## config.mk

```make
export PLATFORM = sky130hd
export DESIGN_NAME = uart_tx_sched
export DESIGN_NICKNAME = d
export VERILOG_FILES = /design/src/rtl/uart_tx_sched.sv
export SDC_FILE = /design/constraint.sdc
export NUM_CORES = 1
export LEC_CHECK = 0
export ABC_AREA = 1
export CAP_MARGIN = 20
export CORE_MARGIN = 5
export CORE_UTILIZATION = 68
export DETAILED_ROUTE_END_ITERATION = 7
export DONT_BUFFER_PORTS = 1
export MAX_ROUTING_LAYER = met4
export PLACE_DENSITY_LB_ADDON = 0.15
export REMOVE_ABC_BUFFERS = 1
export SYNTH_ARGS = -nofsm -noshare
export SYNTH_HDL_FRONTEND = slang
export SYNTH_SLANG_ARGS = --single-unit
```

## constraint.sdc

```tcl
create_clock -name clk -period 4.95 [get_ports clk]
set_input_delay 0.99 -clock clk [delete_from_list [all_inputs] [get_ports clk]]
set_output_delay 0.99 -clock clk [all_outputs]
set_load 0.02 [all_outputs]
```

## src/rtl/uart_tx_sched.sv

```systemverilog
// Round-robin scheduler that merges NREQ byte streams into one TX FIFO feeding a uart_tx.
// Define UART_TX_SCHED_LINE_LOCK_EN to hold the grant on one requester until it sends 8'h0A.
module uart_tx_sched #(
  parameter int NREQ     = 4,
  parameter int DEPTH    = 16,
  parameter int LOCK_TMO = 255
) (
  input  logic                      clk,
  input  logic                      rst,
  input  logic [NREQ-1:0]           req_vld,
  input  logic [NREQ*8-1:0]         req_ch,
  output logic [NREQ-1:0]           req_rdy,
  output logic                      tx_vld,
  output logic [7:0]                tx_ch,
  input  logic                      tx_rdy,
  output logic [$clog2(DEPTH):0]    level,
  output logic                      owner_vld,
  output logic [$clog2(NREQ)-1:0]   owner
);
  localparam int AW = $clog2(DEPTH);
  localparam int OW = $clog2(NREQ);
  localparam logic [AW:0] FULL = (AW+1)'(DEPTH);

  logic [7:0]      mem [DEPTH];
  logic [AW-1:0]   wr_ptr, rd_ptr;
  logic [OW-1:0]   rr_last, win;
  logic            win_vld, push, pop;
  logic [NREQ-1:0] mask, elig;
  logic [7:0]      push_ch;
  int              j;

  assign elig = req_vld & mask;

  // Walk from the farthest candidate back to the nearest so the nearest eligible
  // index after rr_last is the last one written.
  always_comb begin
    win     = rr_last;
    win_vld = 1'b0;
    j       = 0;
    for (int k = NREQ; k >= 1; k--) begin
      j = int'(rr_last) + k;
      if (j >= NREQ) j = j - NREQ;
      if (elig[OW'(j)]) begin
        win     = OW'(j);
        win_vld = 1'b1;
      end
    end
  end

  // Full is judged on the registered level; a same-cycle pop does not open a slot.
  assign push    = win_vld && (level < FULL) && !rst;
  assign push_ch = req_ch[8*int'(win) +: 8];
  assign tx_vld  = (level != '0);
  assign tx_ch   = mem[rd_ptr];
  assign pop     = tx_vld && tx_rdy;

  always_comb begin
    req_rdy = '0;
    if (push) req_rdy[win] = 1'b1;
  end

  always_ff @(posedge clk) begin
    if (rst) begin
      wr_ptr  <= '0;
      rd_ptr  <= '0;
      level   <= '0;
      rr_last <= OW'(NREQ-1);
      for (int i = 0; i < DEPTH; i++) mem[i] <= 8'h00;
    end else begin
      if (push) begin
        mem[wr_ptr] <= push_ch;
        wr_ptr      <= wr_ptr + 1'b1;
        rr_last     <= win;
      end
      if (pop) rd_ptr <= rd_ptr + 1'b1;
      if (push && !pop)      level <= level + 1'b1;
      else if (!push && pop) level <= level - 1'b1;
    end
  end

`ifdef UART_TX_SCHED_LINE_LOCK_EN
  localparam int TW = (LOCK_TMO < 1) ? 1 : $clog2(LOCK_TMO+1);
  logic [TW-1:0] tmo_cnt;

  always_comb begin
    mask = '1;
    if (owner_vld) begin
      mask        = '0;
      mask[owner] = 1'b1;
    end
  end

  // Timeout takes precedence; a lone newline never takes the lock.
  always_ff @(posedge clk) begin
    if (rst) begin
      owner_vld <= 1'b0;
      owner     <= '0;
      tmo_cnt   <= '0;
    end else if (owner_vld) begin
      if (tmo_cnt == TW'(LOCK_TMO)) begin
        owner_vld <= 1'b0;
        tmo_cnt   <= '0;
      end else if (push) begin
        tmo_cnt <= '0;
        if (push_ch == 8'h0A) owner_vld <= 1'b0;
      end else if (!req_vld[owner]) begin
        tmo_cnt <= tmo_cnt + 1'b1;
      end
    end else if (push && push_ch != 8'h0A) begin
      owner_vld <= 1'b1;
      owner     <= win;
      tmo_cnt   <= '0;
    end
  end
`else
  assign mask      = '1;
  assign owner_vld = 1'b0;
  assign owner     = '0;
`endif

endmodule

```

# --- Word-level counts from Yosys, hierarchy flattened ---
# Memory sizes are Yosys's and may differ from the RTL's. A register that Yosys moved wholly into a read port is not among the register bits.
# Index checks and enable logic that the tools add are counted.
op_classes:
  magnitude_cmp: 11
  muxes: 39
  n_addsub: 12
  n_reduce_logical: 12
  shift: 1
op_table:
  columns: ["operator", "n"]
  rows:
  - ["32-bit by 6-bit variable part select with 8-bit output", 1]
  - ["1-bit two-way mux", 19]
  - ["2-bit by 4-bit < comparator with 1-bit output, second input constant", 4]
  - ["2-bit two-way mux", 8]
  - ["4-bit two-way mux", 4]
  - ["5-bit two-way mux", 2]
  - ["3-bit greater-or-equal comparator, second input constant", 3]
  - ["4-bit by 1-bit adder with 4-bit output, second input constant", 2]
  - ["1-bit binary-select mux with 2-bit select", 4]
  - ["8-bit two-way mux", 1]
  - ["8-bit OR reduction", 1]
  - ["2-bit by 1-bit subtractor with 2-bit output, second input constant", 4]
  - ["2-bit by 2-bit adder with 3-bit output, second input constant", 2]
  - ["1-bit logical AND", 6]
  - ["5-bit by 1-bit adder with 5-bit output, second input constant", 1]
  - ["5-bit < comparator, second input constant", 1]
  - ["5-bit nonzero test", 1]
  - ["5-bit by 1-bit subtractor with 5-bit output, second input constant", 1]
  - ["2-bit by 3-bit adder with 4-bit output, second input constant", 1]
  - ["4-bit by 3-bit greater-or-equal comparator with 1-bit output, second input constant", 1]
  - ["2-bit by 1-bit adder with 3-bit output, second input constant", 1]
  - ["1-bit logical NOT", 3]
  - ["2-bit by 3-bit < comparator with 1-bit output, second input constant", 1]
  - ["1-bit demux with 2-bit select", 1]
  - ["other kinds (2)", 2]
word_totals:
  input_bits: 39
  ff_bits: 15
  output_inout_bits: 21
  ramBits: 128
  n_memories: 1
  word_cells: 80
mem_list:
  columns: ["name", "depth", "word_bits", "rd", "rd_ports_with_merged_regs", "wr", "line", "text"]
  rows:
  - ["mem", 16, 8, 1, 1, 16, "24", "logic [7:0] mem [DEPTH];"]

# --- Logic depth before layout (Yosys ltp) ---
logic_depth:
  word_depth: 17
  ltp_mapped: 18
  mapped_depth_nobuf: 17

# --- Worst setup path before layout ---
# OpenSTA, ideal clock, no wires.
synth_timing:
  path_type: "in2out"
  from: "in req_vld[3]"
  to: "out req_rdy[1]"
  arrival_ns: 2.316
  setup_slack_ns: 1.644
  path_stages: 12
  required_ns: 3.960
  n_path_buf: 1
  cell_sequence: "inv_1 > nand2_1 > nand3_1 > nand2_1 > inv_2 > nand2_2 > nand2_2 > nand2_4 > nand2_4 > buf_6 > inv_1 > nor3_1"
synth_between:
  elab_chain_cells: 12
  elab_cells_between_ends: 28
  cone_classes: "order compare: 2; mux: 23; reduce/logical: 3"
synth_rtl:
  columns: ["item", "line", "text"]
  rows:
  - ["start: declaration", "10", "input logic [NREQ-1:0] req_vld,"]
  - ["1-bit binary-select mux with 2-bit select", "43", "if (elig[OW'(j)]) begin"]
  - ["1-bit two-way mux (not written as such) (2 in a row)", "43", null]
  - ["2-bit two-way mux (4 in a row)", "43", null]
  - ["2-bit by 3-bit < comparator with 1-bit output (not written as such) / 2-bit by 1-bit greater-or-equal comparator with 1-bit output (equally long branches)", "59", "if (push) req_rdy[win] = 1'b1;"]
  - ["1-bit logical AND (not written as such)", "59", null]
  - ["1-bit two-way mux (not written as such)", "59", null]
  - ["1-bit demux with 2-bit select", "59", null]
  - ["4-bit two-way mux (*)", "59", null]
  - ["end: declaration", "12", "output logic [NREQ-1:0] req_rdy,"]
# Mark *: on every way between the ends. The rest lies on a longest branch, timed or not. The select of a mux whose other input is x is not followed.

# --- Worst setup path in the final report ---
layout_timing:
  from: "reg rr_last[0]"
  to: "out req_rdy[1]"
layout_between:
  elab_chain_cells: 15
  elab_cells_between_ends: 44
  cone_classes: "add/sub: 8; order compare: 6; mux: 27; reduce/logical: 3"
layout_rtl:
  columns: ["item", "line", "text"]
  rows:
  - ["start: declaration", "26", "logic [OW-1:0] rr_last, win;"]
  - ["start signal: assignment", "67", "rr_last <= OW'(NREQ-1);"]
  - ["start signal: assignment", "73", "rr_last <= win;"]
  - ["2-bit by 3-bit adder with 4-bit output", "41", "j = int'(rr_last) + k;"]
  - ["4-bit by 3-bit greater-or-equal comparator with 1-bit output / 2-bit by 1-bit subtractor with 2-bit output (equally long branches)", "42", "if (j >= NREQ) j = j - NREQ;"]
  - ["2-bit two-way mux", "42", null]
  - ["1-bit binary-select mux with 2-bit select", "43", null]
  - ["1-bit two-way mux (not written as such) (2 in a row)", "43", null]
  - ["2-bit two-way mux (4 in a row)", "43", null]
  - ["2-bit by 3-bit < comparator with 1-bit output (not written as such) / 2-bit by 1-bit greater-or-equal comparator with 1-bit output (equally long branches)", "59", null]
  - ["1-bit logical AND (not written as such)", "59", null]
  - ["1-bit two-way mux (not written as such)", "59", null]
  - ["1-bit demux with 2-bit select", "59", null]
  - ["4-bit two-way mux (*)", "59", null]
# Marked as above.

==> metrics <==
Hold WS=about 0.53 ns; post-synth design cell area=7674 um^2; Tmin final=about 3.7 ns; Routed wire per std cell=roughly 19 um; peak fanout along the critical path=11; setup fix buffers added after clock tree synthesis=0; period utilization=between 70% and 80%; Critical Path Sink=req_rdy[1]; max_cap viols=0; Avg Synthesized Cell Area=around 10 um^2; library cells used by synthesis=35; Cell Chain, Critical Path=inv_6 -> nand2_2 -> nand2_2 -> nand2_1 -> nand2_1 -> inv_2 -> nand2_1 -> o21ai_1 -> buf_4 -> bufinv_8 -> nor3_1; CP Data Required Time=a little under 4 ns; clock tree from TritonCTS=yes; count of boundary I/O pins=60; delay-heaviest family, CP=simple AND/OR/NAND/NOR gates; proportion of synthesized chip area in sequential cells=around 55%; clock root buffer=sky130_fd_sc_hd__clkbuf_16; Worst Setup Start Kind=flop; die extent in y=116.2 um; count of final max-slew check failures=0; number of routed nets with antenna violations=0; launch point of the critical path=rr_last[0]; internal reg-to-reg setup slack=2.04 ns; class of the most critical setup path=flop to output port; final setup violation count=0; async set-or-reset flop fraction in the synthesized netlist=0%; number of enable-type register cells in the synthesized netlist=~130; cts hold-fix bufs=0; post-route clock skew=approximately 0.0065 ns; most area-consuming cells after synthesis=sky130_fd_sc_hd__edfxtp_1 50%, sky130_fd_sc_hd__nor2_2 6.6%, sky130_fd_sc_hd__dfxtp_1 5.0%; number of vias after detailed routing=about 5.3k; Crit path arrival time=approximately 2.7 ns; detail-routed via count per cell=approximately 6; Die Area=13510 um^2; clock latency reported for the late side of the worst-skew pair=0.42 ns; total half-perimeter wirelength after legalization and detailed placement=between 10 and 15 mm; Fmax=0.2696 GHz; wire length of the first global-routing pass=between 20 and 30 mm; area taken by multi-input logic gates=a little under 3000 um^2; worst reg2reg path startpoint=rr_last[0]; Static Leak=3.110 nW; power density over the cells=a little over 600 nW/um^2; width of the die=116.2 um; Filler cells=755; Clock Path Buffers=2; total core area=about 11000 um^2; number of clock sinks=roughly 150; slew at the pin closest to its max-slew limit=between 0.9 and 1 ns; global route total overflow=0; number of instances in the synthesized netlist=between 700 and 800; post-synth top area cell=sky130_fd_sc_hd__edfxtp_1; commonest register cell after synthesis=sky130_fd_sc_hd__edfxtp_1; Setup TNS=0 ns; Slowest Stage Delay on Critical Path=~0.63 ns; total number of H-tree levels=4; outcome=finished clean; total of warnings raised by yosys=0; CP max-delay cell=sky130_fd_sc_hd__dfxtp_1; Final Routed Wirelength=16.58 mm; share of the synthesized area in the top cell type=between 50% and 60%; antenna violations before repair=0; number of logic stages on the critical path including buffering=11; number of clock buffers inserted by TritonCTS=17; depth of the worst register-to-register path=16; n_diodes=0; Peak VDD IR=roughly 0.00072 V; capturing element type of the critical path=output port; CP bufs+invs=4; min-delay worst type=flop to flop; final layout net count=between 700 and 800; number of gates resized after CTS=0; Placer Congestion=0.8124; final hold violation count=0; number of global-route vias before repair=between 5k and 6k; number of detailed-routing iterations run before antenna repair=5; setup repair after global routing missed its margin=no; Sequential Area=~4200 um^2; iteration-0 DRC count of the detailed router=399; Top cell by count, worst path=sky130_fd_sc_hd__nand2_1; pin count of the biggest net entering global routing=97; Slew headroom=between 30% and 40%; count of unresolved DRC violations after routing=0; Seq cells post-synth=147; area growth from synthesis to layout=6.979%; starting density of the core=between 70% and 80%; fraction of final layout cells with drive strength greater than 1=roughly a quarter; clock edge transition at the registers on the reported setup and hold paths=~0.060 ns; Total Routing Usage GR=a little over a quarter; count of port buffers added during placement=0; reg-to-reg critical path endpoint=level[4]; num rows=38
worst min-delay path by stage:
stage / from / to / slack, ns / cells past startpoint
floorplan: rd_ptr[2] / flop / 0.45 / 2
global placement: rd_ptr[2] / rd_ptr[2] / 0.47 / 2
detailed placement: rd_ptr[2] / rd_ptr[2] / 0.52 / 2
CTS: rd_ptr[1] / rd_ptr[1] / 0.54 / 2
global route: wr_ptr[2] / wr_ptr[2] / 0.56 / 2
finish: wr_ptr[2] / wr_ptr[2] / 0.53 / 2
per-layer routing:
| metal | vias to the layer above | GRT usage [%] | part of all wire, % |
|---|---|---|---|
| li1 | 2501 | - | - |
| met1 | 2483 | 33.50 | 39 |
| met2 | 229 | 43.86 | 50 |
| met3 | 41 | 5.855 | 8.1 |
| met4 | 0 | 9.745 | 2.4 |
| met5 | - | - | 0 |
stage by stage:
step	setup WS, ns	cell area, um^2	utilization [%]	cells	power (mW)
final	1.241	8209	75.07	880	5.120
after global routing	1.025	8209	75.07	880	5.377
after CTS	1.244	8182	74.82	879	5.098
after detailed placement	1.397	7619	69.67	847	3.905
after global placement	1.440	7619	69.67	847	3.824
after floorplan	1.061	7425	-	705	3.298
report_power, final:
part	leakage [nW]	switching, mW	internal (mW)
Clock	0.288	0.496	0.712
Sequential	1.48	0.112	1.51
Combinational	1.34	1.72	0.571
Total	3.11	2.33	2.79
cells in the final DEF, fill, tap and decap left out, types with 3 or more instances in the layout:
cell type,Yosys,layout
sky130_fd_sc_hd__clkinv_2,0,5
sky130_fd_sc_hd__edfxtp_1,128,128
sky130_fd_sc_hd__nor2_2,81,81
sky130_fd_sc_hd__conb_1,1,3
sky130_fd_sc_hd__inv_1,62,62
sky130_fd_sc_hd__inv_4,0,3
sky130_fd_sc_hd__nand2_2,22,22
sky130_fd_sc_hd__nand3_2,16,16
sky130_fd_sc_hd__inv_2,3,3
sky130_fd_sc_hd__nor2_4,4,4
sky130_fd_sc_hd__ha_1,9,9
sky130_fd_sc_hd__o211ai_1,32,32
sky130_fd_sc_hd__nand2_1,72,72
sky130_fd_sc_hd__clkbuf_16,0,19
sky130_fd_sc_hd__dfxtp_1,19,18
sky130_fd_sc_hd__nand3_1,31,31
sky130_fd_sc_hd__mux2i_1,32,32
sky130_fd_sc_hd__a21oi_1,40,40
sky130_fd_sc_hd__xor2_1,3,3
sky130_fd_sc_hd__nor2_1,73,73
sky130_fd_sc_hd__nor3_1,3,3
sky130_fd_sc_hd__nand2_4,10,10
sky130_fd_sc_hd__o21ai_0,52,52
synth_stat cells (all sizes together), types with 3 or more instances:
cell type / n
nor2: 158
edfxtp: 128
nand2: 104
inv: 66
o21ai: 54
nand3: 48
a21oi: 40
mux2i: 32
o211ai: 32
clkbuf: 22
buf: 19
dfxtp: 19
ha: 9
nor3: 3
xor2: 3
worst min-delay path: cells and delay by family (launching register included):
| kind | cells | cell delay [ns] |
|---|---|---|
| flip-flops | 1 | 0.35 |
| AO/OA/AOI/OAI | 2 | 0.14 |
state kept, by name, summed over array words and instances (netlist names), named ones only:
register  flops
mem         128
wr_ptr        4
rd_ptr        4
level         5
rr_last       2
cell families (layout without fill, tap and decap cells):
kind of cell	after synthesis	in the layout	share of synthesized area, %
adder cells (fa/ha/maj)	10	10	1.728
flip-flops	147	147	55.05
AND/OR/NAND/NOR	314	314	22.18
other	1	3	0.04887
multiplexers	32	32	4.174
buffers and inverters	108	102	6.865
XOR/XNOR	4	4	0.4566
AO/OA/AOI/OAI	128	128	9.506
cell type report:
class | instances | area share (%)
Sequential cell | 147 | 51.50
Multi-Input combinational cell | 491 | 35.70
Clock buffer | 21 | 6.005
Inverter | 67 | 3.292
Tap cell | 140 | 2.134
Clock inverter | 11 | 0.8535
Timing Repair Buffer | 3 | 0.5182
(Power assumes the default switching activity.)
